[src/rtl/uart_pkg.sv]
// Shared UART definitions: FSM state encodings, bit-time helper and frame-size constants.
// Frame length depends on UART_TX_PARITY_EN (adds one even-parity bit after D7).
package uart_pkg;

    typedef enum logic [2:0] {
        ST_IDLE   = 3'd0,
        ST_START  = 3'd1,
        ST_DATA   = 3'd2,
        ST_PARITY = 3'd3,
        ST_STOP   = 3'd4
    } uart_state_t;

    localparam int DATA_BITS  = 8;
    localparam int START_BITS = 1;
    localparam int STOP_BITS  = 1;
`ifdef UART_TX_PARITY_EN
    localparam int PARITY_BITS = 1;
`else
    localparam int PARITY_BITS = 0;
`endif
    localparam int FRAME_BITS = START_BITS + DATA_BITS + PARITY_BITS + STOP_BITS;

    // Truncating divide: the bit period is rounded down to a whole number of clocks.
    function automatic int clks_per_bit(input int clk_hz, input int baud);
        return clk_hz / baud;
    endfunction

endpackage

[src/rtl/uart_tx_fifo.sv]
// Single-clock byte FIFO with registered occupancy count; head entry is always visible on
// pop_data so the transmitter can load it on the same edge it pops.
module uart_tx_fifo #(
    parameter int DEPTH = 16
) (
    input  logic                     clk,
    input  logic                     rst_n,
    input  logic                     push,
    input  logic [7:0]               push_data,
    input  logic                     pop,
    output logic [7:0]               pop_data,
    output logic                     full,
    output logic                     empty,
    output logic [$clog2(DEPTH):0]   count
);

    localparam int AW = $clog2(DEPTH);

    logic [7:0]    mem [DEPTH];
    logic [AW-1:0] wr_ptr_reg;
    logic [AW-1:0] rd_ptr_reg;
    logic [AW:0]   count_reg;
    logic          do_push;
    logic          do_pop;

    assign full     = (count_reg == (AW+1)'(DEPTH));
    assign empty    = (count_reg == '0);
    assign count    = count_reg;
    assign do_push  = push && !full;
    assign do_pop   = pop && !empty;
    assign pop_data = mem[rd_ptr_reg];

    // Storage carries no reset; only the pointers and count define what is valid.
    always_ff @(posedge clk) begin
        if (do_push) begin
            mem[wr_ptr_reg] <= push_data;
        end
    end

    always_ff @(posedge clk or negedge rst_n) begin
        if (!rst_n) begin
            wr_ptr_reg <= '0;
            rd_ptr_reg <= '0;
            count_reg  <= '0;
        end else begin
            if (do_push) begin
                wr_ptr_reg <= wr_ptr_reg + 1'b1;
            end
            if (do_pop) begin
                rd_ptr_reg <= rd_ptr_reg + 1'b1;
            end
            case ({do_push, do_pop})
                2'b10:   count_reg <= count_reg + 1'b1;
                2'b01:   count_reg <= count_reg - 1'b1;
                default: count_reg <= count_reg;
            endcase
        end
    end

endmodule

[src/rtl/uart_tx_buffered.sv]
// Buffered UART transmitter: FIFO-fed 8N1 serialiser, or 8E1 when UART_TX_PARITY_EN is defined.
// Line outputs are registered from the FSM state, so o_Tx/o_Busy/o_Done trail the state by one clock.
module uart_tx_buffered
    import uart_pkg::*;
#(
    parameter int CLK_HZ     = 50_000_000,
    parameter int BAUD       = 115200,
    parameter int FIFO_DEPTH = 16
) (
    input  logic                          i_Clk,
    input  logic                          i_Rst,
    input  logic                          i_Valid,
    input  logic [7:0]                    i_Data,
    output logic                          o_Ready,
    output logic                          o_Tx,
    output logic                          o_Busy,
    output logic                          o_Done,
    output logic [$clog2(FIFO_DEPTH):0]   o_Level
);

    localparam int CLKS_PER_BIT = clks_per_bit(CLK_HZ, BAUD);
    localparam int TIMER_W      = (CLKS_PER_BIT > 1) ? $clog2(CLKS_PER_BIT) : 1;
    localparam logic [TIMER_W-1:0] TIMER_LAST = TIMER_W'(CLKS_PER_BIT - 1);
    localparam logic [2:0]         LAST_BIT   = 3'(DATA_BITS - 1);

    uart_state_t        state_reg;
    logic [TIMER_W-1:0] timer_reg;
    logic [2:0]         bit_idx_reg;
    logic [7:0]         shift_reg;
    logic               tx_reg;
    logic               busy_reg;
    logic               done_reg;
`ifdef UART_TX_PARITY_EN
    logic               parity_reg;
`endif

    logic               fifo_full;
    logic               fifo_empty;
    logic               fifo_push;
    logic               fifo_pop;
    logic [7:0]         fifo_head;
    logic               timer_last;

    assign fifo_push  = i_Valid && !fifo_full;
    assign fifo_pop   = (state_reg == ST_IDLE) && !fifo_empty;
    assign timer_last = (timer_reg == TIMER_LAST);

    assign o_Ready = !fifo_full;
    assign o_Tx    = tx_reg;
    assign o_Busy  = busy_reg;
    assign o_Done  = done_reg;

    uart_tx_fifo #(
        .DEPTH (FIFO_DEPTH)
    ) u_fifo (
        .clk       (i_Clk),
        .rst_n     (i_Rst),
        .push      (fifo_push),
        .push_data (i_Data),
        .pop       (fifo_pop),
        .pop_data  (fifo_head),
        .full      (fifo_full),
        .empty     (fifo_empty),
        .count     (o_Level)
    );

    always_ff @(posedge i_Clk or negedge i_Rst) begin
        if (!i_Rst) begin
            state_reg   <= ST_IDLE;
            timer_reg   <= '0;
            bit_idx_reg <= '0;
            shift_reg   <= '0;
            tx_reg      <= 1'b1;
            busy_reg    <= 1'b0;
            done_reg    <= 1'b0;
`ifdef UART_TX_PARITY_EN
            parity_reg  <= 1'b0;
`endif
        end else begin
            done_reg <= 1'b0;
            busy_reg <= (state_reg != ST_IDLE);
            case (state_reg)
                ST_IDLE: begin
                    tx_reg <= 1'b1;
                    if (!fifo_empty) begin
                        shift_reg   <= fifo_head;
`ifdef UART_TX_PARITY_EN
                        parity_reg  <= ^fifo_head;
`endif
                        timer_reg   <= '0;
                        bit_idx_reg <= '0;
                        state_reg   <= ST_START;
                    end
                end
                ST_START: begin
                    tx_reg <= 1'b0;
                    if (timer_last) begin
                        timer_reg <= '0;
                        state_reg <= ST_DATA;
                    end else begin
                        timer_reg <= timer_reg + 1'b1;
                    end
                end
                ST_DATA: begin
                    // LSB is always on the line; shift once per completed bit period.
                    tx_reg <= shift_reg[0];
                    if (timer_last) begin
                        timer_reg <= '0;
                        shift_reg <= {1'b0, shift_reg[7:1]};
                        if (bit_idx_reg == LAST_BIT) begin
`ifdef UART_TX_PARITY_EN
                            state_reg <= ST_PARITY;
`else
                            state_reg <= ST_STOP;
`endif
                        end else begin
                            bit_idx_reg <= bit_idx_reg + 1'b1;
                        end
                    end else begin
                        timer_reg <= timer_reg + 1'b1;
                    end
                end
`ifdef UART_TX_PARITY_EN
                ST_PARITY: begin
                    tx_reg <= parity_reg;
                    if (timer_last) begin
                        timer_reg <= '0;
                        state_reg <= ST_STOP;
                    end else begin
                        timer_reg <= timer_reg + 1'b1;
                    end
                end
`endif
                ST_STOP: begin
                    tx_reg <= 1'b1;
                    if (timer_last) begin
                        timer_reg <= '0;
                        done_reg  <= 1'b1;
                        state_reg <= ST_IDLE;
                    end else begin
                        timer_reg <= timer_reg + 1'b1;
                    end
                end
                default: begin
                    tx_reg    <= 1'b1;
                    timer_reg <= '0;
                    state_reg <= ST_IDLE;
                end
            endcase
        end
    end

endmodule

[config.mk]
export PLATFORM = sky130hd
export DESIGN_NAME = uart_tx_buffered
export DESIGN_NICKNAME = d
export VERILOG_FILES = /design/src/rtl/uart_pkg.sv /design/src/rtl/uart_tx_fifo.sv /design/src/rtl/uart_tx_buffered.sv
export SDC_FILE = /design/constraint.sdc
export NUM_CORES = 1
export LEC_CHECK = 0
export ABC_AREA = 1
export CORE_ASPECT_RATIO = 0.7
export CORE_MARGIN = 3
export CORE_UTILIZATION = 50
export DETAILED_ROUTE_END_ITERATION = 16
export GPL_TIMING_DRIVEN = 0
export PLACE_DENSITY = 0.74
export SLEW_MARGIN = 20
export SYNTH_ARGS = -nofsm -noshare
export SYNTH_HDL_FRONTEND = slang
export SYNTH_SLANG_ARGS = --single-unit
export TNS_END_PERCENT = 10
[constraint.sdc]
create_clock -name i_Clk -period 2.1 [get_ports i_Clk]
set_input_delay 0.42 -clock i_Clk [delete_from_list [all_inputs] [get_ports i_Clk]]
set_output_delay 0.42 -clock i_Clk [all_outputs]
set_load 0.005 [all_outputs]
==> results of run 1 <==
per-stage QoR:
step / hold WS (ns) / total power, uW / util [%] / instance area [sq um] / setup TNS [ns]
final: 0.483 / 8280 / 60.9 / 8720 / -0.0359
after floorplan: 0.124 / 4660 / - / 7540 / 0
after global placement: 0.464 / 5020 / 55.6 / 7970 / -47.82
after detailed placement: 0.384 / 5090 / 55.8 / 7990 / -39.71
after global routing: 0.500 / 8580 / 60.9 / 8720 / -0.237
after CTS: 0.487 / 8220 / 60.5 / 8660 / -0.0324
layer usage:
layer | wire, microns | part of all wire [%]
met5 | 0 | 0
met4 | 218 | 1.2
met3 | 1650 | 9.1
met2 | 8100 | 45
met1 | 8100 | 45
kinds of logic after synthesis:
logic type	after synthesis
AOI/OAI and AO/OA	31
and+or+nand+nor	416
DFF	167
xor gates and xnor gates	12
buffers and inverters	118
adders and majority gates	12
path summary, 6_finish.rpt:
path | startpoint | to | slack, ns | depth (start not counted)
max | u_fifo.count[3]$_DFFE_PN0P_ | u_fifo.count[4]$_DFFE_PN0P_ | -0.04 | 13
min | i_Rst | u_fifo.rd_ptr_reg[0]$_DFFE_PN0P_ | 0.48 | 2
max reg2reg | u_fifo.count[3]$_DFFE_PN0P_ | u_fifo.count[4]$_DFFE_PN0P_ | -0.04 | 13
min reg2reg | shift_reg[2]$_DFFE_PN0P_ | shift_reg[2]$_DFFE_PN0P_ | 0.49 | 2
max in group asynchronous | i_Rst | u_fifo.count[3]$_DFFE_PN0P_ | 1.13 | 3
min in group i_Clk | shift_reg[2]$_DFFE_PN0P_ | shift_reg[2]$_DFFE_PN0P_ | 0.49 | 2
layout make-up:
class	instances	area [sq um]
clock buffer	17	425
fill	1151	5610
clock inverter	15	149
tap	190	238
timing repair buffer	29	283
buffer	26	159
inverter	92	352
multi-input combinational	471	2290
sequential	167	4820
where the power goes:
part,internal [uW],switching (uW)
logic,402,761
registers,3910,141
clock network,1760,1310
total,6070,2210
cells in the final DEF, fill, tap and decap left out, types with 2 or more instances in the layout:
| master | instances |
|---|---|
| a21oi_1 | 3 |
| buf_2 | 14 |
| buf_4 | 10 |
| buf_6 | 5 |
| bufinv_16 | 2 |
| clkbuf_1 | 5 |
| clkbuf_16 | 17 |
| clkdlybuf4s50_1 | 18 |
| clkinv_1 | 4 |
| clkinv_2 | 3 |
| clkinv_4 | 2 |
| dfrtp_1 | 36 |
| dfrtp_2 | 2 |
| edfxtp_1 | 128 |
| ha_1 | 9 |
| ha_2 | 2 |
| inv_1 | 81 |
| inv_2 | 7 |
| inv_6 | 5 |
| nand2_1 | 242 |
| nand2_2 | 8 |
| nand3_1 | 90 |
| nand4_1 | 7 |
| nor2_1 | 40 |
| nor2_2 | 18 |
| nor2_4 | 3 |
| nor3_2 | 2 |
| o211ai_1 | 3 |
| o21ai_0 | 14 |
| o21ai_1 | 5 |
| o21ai_2 | 2 |
| o22ai_1 | 2 |
| or2_1 | 2 |
| xnor2_1 | 2 |
| xor2_1 | 10 |
repair_timing:
item / in CTS / in global routing
endpoints found under the setup margin: 132 / 106
pin swaps: 3 / 2
setup buffers: 8 / 0
hold buffers: 1 / 0
hold endpoints to repair: 15 / 0
resized for setup: 10 / 18
==> impl_results.md, run 1 <==
* Flops & latches, synth at 167
* Max Cap Viol at 0
* DRT antenna net count at 0
* Met2 Usage GRT at 34.4%
* Routed len/inst at 17.9 microns
* Sequential area share after synthesis at 64.0%
* Final Max Tran Viols at 0
* Synth Flop Type: edfxtp_1
* Crit Path Class: reg2reg
* Met3 global-route usage at 4.44%
* Post-synthesis mux area share at 0%
* Slew HR at 43.0%
* RSZ-0062 raised after global routing: yes
* Die width at 153 microns
* Syn avg cell area at 9.96 sq um
* Max incr delay on CP at 0.43 ns
* Layer with the highest usage: met2
* Synth top cells by count: nand2_1, edfxtp_1, nand3_1
* Port bufs at 19
* Area fraction of the dominant cell type after synthesis at 51.0%
* Diode count at 0
* Worst-margin pin slew at 0.852 ns
* Total GRT Usage at 22.6%
* Final hold viol count at 0
* Clk Latency, worst-skew pair at 0.42 ns
* Vias at 5433
* Post-synthesis adder-cell area fraction at 1.99%
* Clk slew on worst S/H paths at 0.07 ns
* Final min period at 2.14 ns
* First drt pass iteration count at 5
* Worst Hold Class: in2async
* Post-synthesis cell area at 7530 sq um
* Largest net degree at the start of global routing at 24
* Net Count, Synth at 779
* Clock skew at 0.0111 ns
* Synth Area in Compound Gates at 2.38%
* Worst path required time at 2.41 ns
* Die H at 109 microns
* DRC Markers at 0
* First-pass GRT wire length at 28300 microns
* Failing checks: setup timing
* Routability congestion estimate at 0.889
* Crit path max fanout at 4
* Initial DRC count at 532
* Critical path startpoint category: register
* WP buf/inv at 1
* Most common cell in the synthesized netlist: nand2_1
* Detailed Route WL at 18100 microns
* Peak supply drop at 0.712 mV
* Worst-path cell chain: nor2_4 -> nand4_4 -> nand2_4 -> clkinvlp_4 -> ha_4 -> xor2_1 -> ha_2 -> o21ai_2 -> nor2_1 -> nand2_1 -> nand3_1 -> nand2_1 -> nand2_1
* Worst EP arrival at 2.45 ns
* Power Density at 949 nW/um^2
* Mapped Cells at 756
* CTS Buffer Depth at 2
* Top post-synthesis cells by area: edfxtp_1, dfrtp_1, nand2_1
* Site Rows at 36
* Htree depth at 4
* Pre-CTS setup slack at -0.379 ns
* Worst path slowest cell: dfrtp_2
* Cells after DPL at 966
* Largest family of logic cells by synthesized area: simple AND/OR/NAND/NOR gates
* Most used cell, CP: nand2_1
* Initial antenna violation count at 0
* Lkg Pwr at 0.00373 uW
* Setup violators final at 1
* Synthesized-area fraction occupied by and/or/nand/nor cells at 23.5%
* Area leader, netlist: edfxtp_1
* Crit path max-delay family: simple AND/OR/NAND/NOR gates
* Crit. End Element: register
* Layout Cells excl Fill at 1007
* # IOs at 20
* Max reg flops at 128
* Grt met1 use at 33.8%
* Ys Warns at 0
* Synth Area in XOR/XNOR at 1.40%
* Grt ovf at 0
* Area grow syn2layout at 15.7%
* DIE AREA at 16600 sq um
* Via density per instance at 5.40
* Core box area at 14300 sq um
* DP Wirelength at 12100 microns
* Starting Density at 52.6%
* Tcrit/Tclk final at 102%
* Share of cells above drive strength 1 at 13.8%
* Root Buffer: clkbuf_16
* TritonCTS clock tree: done
* FMAX at 0.468 GHz
* CTS sink count at 167
* Number of global-route vias before repair at 5251
* Yosys cell types at 35
* Fin nets at 827
* CTS Buf Count at 17
* Outcome: finished, violations left
* Ys async rst share at 23.4%
* Post-synth EDFFs at 128
* Final worst slack at -0.0359 ns
Note: power is estimated with default switching activity, not from simulation.
==> inputs of run 2 (changes only) <==
--- a/config.mk
+++ b/config.mk
@@ -10,10 +10,12 @@
 export CORE_MARGIN = 3
 export CORE_UTILIZATION = 50
 export DETAILED_ROUTE_END_ITERATION = 16
+export DONT_BUFFER_PORTS = 1
 export GPL_TIMING_DRIVEN = 0
-export PLACE_DENSITY = 0.74
+export PLACE_DENSITY = 0.73
 export SLEW_MARGIN = 20
 export SYNTH_ARGS = -nofsm -noshare
 export SYNTH_HDL_FRONTEND = slang
+export SYNTH_HIERARCHICAL = 1
 export SYNTH_SLANG_ARGS = --single-unit
 export TNS_END_PERCENT = 10
==> impl_results.md, run 2 <==
* Final hold viol count at 0
* Worst EP arrival at 2.55 ns
* Clk slew on worst S/H paths at 0.07 ns
* Number of global-route vias before repair at 5123
* Comb pwr share at 13.1%
* Synth top cells by count: nand2_1, edfxtp_1, inv_1
* Net Count, Synth at 840
* Cells after DPL at 1010
* Hold Crit Endpoint: u_fifo/mem[9][3]$_DFFE_PP_
* Pre-CTS setup slack at -0.436 ns
* Port bufs at 0
* Worst path required time at 2.40 ns
* Via density per instance at 5.33
* Most common cell in the synthesized netlist: nand2_1
* First drt pass iteration count at 6
* Reg-to-reg startpoint: u_fifo/count[1]$_DFFE_PN0P_
* Initial DRC count at 587
* First-pass GRT wire length at 28800 microns
* Post-synth EDFFs at 128
* Worst Hold Class: in2reg
* R2R Setup Slk at -0.15 ns
* Peak supply drop at 0.674 mV
* CTS Buffer Depth at 2
* Hold depth at 0
* Crit Path Class: reg2reg
* Tcrit/Tclk final at 107%
* Die H at 110 microns
* Detailed Route WL at 18600 microns
* DP Wirelength at 12100 microns
* Max reg flops at 128
* Mapped Cells at 815
* Final Max Tran Viols at 0
* Vias at 5638
* Synth Flop Type: edfxtp_1
* Grt ovf at 0
* Failing checks: setup timing
* Sw frac at 26.6%
* Root Buffer: clkbuf_16
* Lkg Pwr at 0.00390 uW
* Clock share of power at 37.7%
* Syn avg cell area at 9.53 sq um
* DIE AREA at 17100 sq um
* RSZ-0062 raised after global routing: yes
* Total GRT Usage at 22.8%
* Worst Reg-to-Reg Cells at 16
* Slew HR at 61.6%
* Internal power at 6090 uW
* FMAX at 0.445 GHz
* Commonest cells after routing, fill and taps aside: nand2_1, edfxtp_1, inv_1
* Yosys cell types at 33
* Diode count at 0
* Critical path startpoint category: register
* CTS sink count at 167
* Top post-synthesis cells by area: edfxtp_1, nand2_1, dfrtp_1
* # IOs at 20
* Starting Density at 51.9%
* Sw Pwr at 2210 uW
* R2r endpoint: u_fifo/count[3]$_DFFE_PN0P_
* Final worst slack at -0.146 ns
* Ys async rst share at 23.4%
* DRC Markers at 0
* Largest net degree at the start of global routing at 40
* Layout Cells excl Fill at 1057
* Area fraction of the dominant cell type after synthesis at 49.5%
* Fin nets at 874
* Core box area at 15000 sq um
* Sequential Power Share at 49.2%
* Area leader, netlist: edfxtp_1
* Max Cap Viol at 0
* Sequential area share after synthesis at 62.1%
* Hold path startpoint: i_Data[3]
* Clk Latency, worst-skew pair at 0.42 ns
* Most common cell after layout, fill and taps aside: nand2_1
* DRT antenna net count at 0
* Flops & latches, synth at 167
* Outcome: finished, violations left
* Die width at 155 microns
* Post-synthesis cell area at 7760 sq um
* Area grow syn2layout at 15.3%
* Setup violators final at 98
* Share of cells above drive strength 1 at 15.9%
* Ys Warns at 6
* Routed len/inst at 17.6 microns
* Routability congestion estimate at 0.896
* TritonCTS clock tree: done
* Setup TNS Final at -8.61 ns
* Initial antenna violation count at 0
* Crit. End Element: register
* CTS Buf Count at 17
* Final min period at 2.25 ns
* Crit path max fanout at 5
* Site Rows at 37
* Clock skew at 0.0110 ns
* Power Density at 927 nW/um^2
* Htree depth at 4
* Worst-margin pin slew at 0.576 ns
==> run 2: through the flow <==
step,area (sq um),util [%],hold slack [ns],power (uW)
2_1_floorplan,7800,-,0.124,4680
3_3_place_gp,8050,53.8,0.127,4920
3_5_place_dp,8050,53.8,0.126,4930
4_1_cts,8830,59.0,0.0770,8210
5_1_grt,8950,59.9,0.0714,8640
6_report,8950,59.9,0.0908,8300
==> run 2: worst max-delay path: stages, from the launching register on <==
cell,delay [ns]
dfrtp_2,0.47
nor2_4,0.13
nand4_1,0.17
inv_2,0.11
inv_2,0.05
nand2_4,0.09
inv_6,0.05
nand2_8,0.07
inv_6,0.03
ha_4,0.18
buf_4,0.15
ha_4,0.26
nand3_2,0.08
nand3_1,0.08
nand2_1,0.06
nand3_1,0.06
o21ai_0,0.08
==> run 2: logic make-up (layout without fill, tap and decap cells) <==
| family | Yosys count | in the layout | share of synthesized area [%] |
|---|---|---|---|
| AOI/OAI and AO/OA | 27 | 27 | 1.92 |
| xor gates and xnor gates | 9 | 9 | 1.02 |
| adders and majority gates | 14 | 14 | 2.35 |
| buffers and inverters | 127 | 174 | 7.15 |
| DFF | 167 | 167 | 62.1 |
| and+or+nand+nor | 471 | 471 | 25.5 |
==> run 2: cell type report <==
cell class,count,area [sq um]
Fill cell,1231,6000
Sequential cell,167,4830
Multi-Input combinational cell,521,2570
Clock buffer,26,554
Inverter,101,392
Tap cell,195,244
Buffer,26,178
Timing Repair Buffer,15,140
Clock inverter,6,46.3
==> run 2: worst max-delay path by stage <==
stage | startpoint | to | slack [ns] | depth (start not counted)
CTS | u_fifo/count[3]$_DFFE_PN0P_ | u_fifo/mem[10][0]$_DFFE_PP_ | -0.14 | 8
global placement | u_fifo/count[3]$_DFFE_PN0P_ | u_fifo/mem[10][5]$_DFFE_PP_ | -0.39 | 8
detailed placement | u_fifo/count[3]$_DFFE_PN0P_ | u_fifo/mem[10][5]$_DFFE_PP_ | -0.44 | 8
finish | u_fifo/count[1]$_DFFE_PN0P_ | u_fifo/count[3]$_DFFE_PN0P_ | -0.15 | 16
floorplan | u_fifo/count[2]$_DFFE_PN0P_ | u_fifo/count[4]$_DFFE_PN0P_ | -0.02 | 17
global route | u_fifo/count[1]$_DFFE_PN0P_ | u_fifo/count[4]$_DFFE_PN0P_ | -0.27 | 16
==> run 2: timing repair <==
action | CTS | global route
hold buffers | 2 | 0
resized for setup | 33 | 20
setup buffers | 7 | 6
pin swaps | 8 | 4
setup endpoints to repair | 132 | 134
gates cloned | 0 | 0
endpoints found under the hold margin | 39 | 0
==> run 2: routing by layer <==
metal / wire length, microns / share of wire (%) / global-route usage (%) / up-vias
li1: - / - / - / 2674
met1: 8750 / 47 / 35.1 / 2694
met2: 7790 / 42 / 31.9 / 256
met3: 1940 / 10 / 6.48 / 14
met4: 155 / 0.83 / 5.36 / 0
met5: 0 / 0 / 0 / -
==> run 2: power by group through the flow <==
stage | Sequential (uW) | Clock, uW | Combinational (uW)
4_1_cts | 4060 | 3170 | 980
3_3_place_gp | 4110 | 0 | 811
6_report | 4080 | 3130 | 1090
2_1_floorplan | 4070 | 0 | 612
5_1_grt | 4110 | 3300 | 1230
3_5_place_dp | 4110 | 0 | 818
==> inputs of run 3 (changes only) <==
--- a/config.mk
+++ b/config.mk
@@ -6,13 +6,15 @@
 export NUM_CORES = 1
 export LEC_CHECK = 0
 export ABC_AREA = 1
+export CELL_PAD_IN_SITES_DETAIL_PLACEMENT = 2
+export CELL_PAD_IN_SITES_GLOBAL_PLACEMENT = 2
 export CORE_ASPECT_RATIO = 0.7
 export CORE_MARGIN = 3
-export CORE_UTILIZATION = 50
+export CORE_UTILIZATION = 37
 export DETAILED_ROUTE_END_ITERATION = 16
 export DONT_BUFFER_PORTS = 1
 export GPL_TIMING_DRIVEN = 0
-export PLACE_DENSITY = 0.73
+export PLACE_DENSITY = 0.8
 export SLEW_MARGIN = 20
 export SYNTH_ARGS = -nofsm -noshare
 export SYNTH_HDL_FRONTEND = slang
==> impl_results.md, run 3 (same netlist as run 2, synthesis figures left out) <==
* Peak supply drop at 0.461 mV
* Power Density at 914 nW/um^2
* Worst EP arrival at 2.61 ns
* Lkg Pwr at 0.00393 uW
* Routed len/inst at 21.0 microns
* Fin nets at 877
* Clk Latency, worst-skew pair at 0.43 ns
* Worst-margin pin slew at 0.546 ns
* Slew HR at 63.6%
* Total Power at 8330 uW
* Worst path required time at 2.41 ns
* Clk slew on worst S/H paths at 0.06 ns
* Port bufs at 0
* Grt ovf at 0
* CTS Buf Count at 17
* Crit. Startpoint: u_fifo/count[2]$_DFFE_PN0P_
* Commonest cells after routing, fill and taps aside: nand2_1, edfxtp_1, inv_1
* Diode count at 0
* Sw Pwr at 2390 uW
* Final Max Tran Viols at 0
* Comb pwr share at 15.3%
* FMAX at 0.436 GHz
* Reg-to-reg startpoint: u_fifo/count[2]$_DFFE_PN0P_
* Max Cap Viol at 0
* Hold path startpoint: i_Data[5]
* Detailed Route WL at 23800 microns
* Crit Path Class: reg2reg
* Starting Density at 38.5%
* Outcome: finished, violations left
* Failing checks: setup timing
* Root Buffer: clkbuf_16
* DP Wirelength at 16700 microns
* RSZ-0062 raised after global routing: yes
* CTS Buffer Depth at 2
* Area grow syn2layout at 17.3%
* DIE AREA at 22800 sq um
* Largest net degree at the start of global routing at 40
* Initial DRC count at 415
* Core box area at 20200 sq um
* Hold depth at 0
* Crit. End Element: register
* TritonCTS clock tree: done
* Crit path max fanout at 5
* Sequential Power Share at 49.1%
* Final min period at 2.29 ns
* CTS sink count at 167
* Most common cell after layout, fill and taps aside: nand2_1
* Die width at 179 microns
* Post-DP Area at 8140 sq um
* Sw frac at 28.7%
* Vias at 5790
* Internal power at 5940 uW
* Critical path startpoint category: register
* Initial antenna violation count at 0
* Setup TNS Final at -1.07 ns
* First-pass GRT wire length at 37300 microns
* Via density per instance at 5.10
* Final worst slack at -0.193 ns
* Layout Cells excl Fill at 1135
* Clock skew at 0.0157 ns
* Tcrit/Tclk final at 109%
* Max reg flops at 128
* DRT antenna net count at 0
* Share of cells above drive strength 1 at 17.3%
* DRC Markers at 0
* Total GRT Usage at 22.0%
* Clock share of power at 35.6%
* Htree depth at 4
* Setup violators final at 39
* Number of global-route vias before repair at 6348
* Final hold viol count at 0
* Worst Reg-to-Reg Cells at 15
* Post-layout instance area at 9110 sq um
* Cells after DPL at 1085
* Die H at 127 microns
* Site Rows at 43
* # IOs at 20
* Routability congestion estimate at 0.824
* First drt pass iteration count at 5
* Worst Hold Class: in2reg
-- run 3: changes by cell type in the layout (fill, tap and decap cells not counted), moves of 3 or more --
cell,before,now
nand2_1,289,286
clkbuf_1,6,3
nor2_2,9,2
clkinv_2,0,4
buf_2,14,9
buf_4,14,18
clkbuf_16,21,18
clkbuf_4,0,3
inv_6,5,1
nor2_4,12,19
clkinv_4,0,5
-- run 3: worst paths after layout --
| kind | slack (ns) | to |
|---|---|---|
| hold reg to reg | 0.52 | bit_idx_reg[2]$_DFFE_PN0P_ |
| setup reg to reg | -0.19 | u_fifo/count[3]$_DFFE_PN0P_ |
| min in group asynchronous | 0.48 | o_Busy$_DFF_PN0_ |
| max in group asynchronous | 1.36 | o_Tx$_DFF_PN1_ |
| setup / recovery | -0.19 | u_fifo/count[3]$_DFFE_PN0P_ |
| hold / removal | 0.08 | u_fifo/mem[2][5]$_DFFE_PP_ |
-- run 3: area by class of cell --
type | instances | area [sq um]
fillers | 2133 | 11100
flip-flops and latches | 167 | 4830
multi-input cells | 521 | 2620
clock buffers | 22 | 485
inverters | 101 | 389
well taps | 270 | 338
plain buffers | 26 | 193
repair buffers | 18 | 183
clock inverters | 10 | 71.3
-- run 3: power by group through the flow --
stage	Sequential, uW	Combinational [uW]	Clock [uW]
2_1_floorplan	4070	612	0
3_3_place_gp	4110	819	0
3_5_place_dp	4130	909	0
4_1_cts	4080	1190	3050
5_1_grt	4120	1420	3180
6_report	4090	1280	2970
-- run 3: per-stage QoR --
stage / hold WS [ns] / utilization [%] / setup WS, ns
global route: 0.0547 / 45.1 / -0.364
finish: 0.0770 / 45.1 / -0.193
floorplan: 0.124 / - / -0.0152
detailed placement: 0.125 / 40.4 / -0.548
CTS: 0.0556 / 44.7 / -0.189
global placement: 0.125 / 40.4 / -0.451
-- run 3: timing repair --
item / 4_1_cts / 5_1_grt
pin swaps: 12 / 6
endpoints found under the hold margin: 39 / 0
setup buffers: 11 / 5
hold buffers: 2 / 0
endpoints found under the setup margin: 132 / 139
resized for setup: 53 / 23
-- run 3: critical path: stages (launching register included) --
cell and delay, ns:
dfrtp_2 0.47, nor2_4 0.13, nand4_1 0.24, inv_2 0.13, inv_2 0.05, nand2_4 0.08
inv_4 0.05, nand2_8 0.08, inv_6 0.04, ha_4 0.19, ha_4 0.30, nand3_2 0.09
nand3_2 0.08, nand2_1 0.06, nand3_1 0.08, o21ai_0 0.09
-- run 3: per-layer routing --
| metal | wire, microns | GRT usage [%] | vias up |
|---|---|---|---|
| li1 | - | - | 2686 |
| met1 | 11600 | 31.4 | 2992 |
| met2 | 11000 | 34.8 | 90 |
| met3 | 934 | 4.55 | 22 |
| met4 | 255 | 5.36 | 0 |
| met5 | 0 | 0 | - |
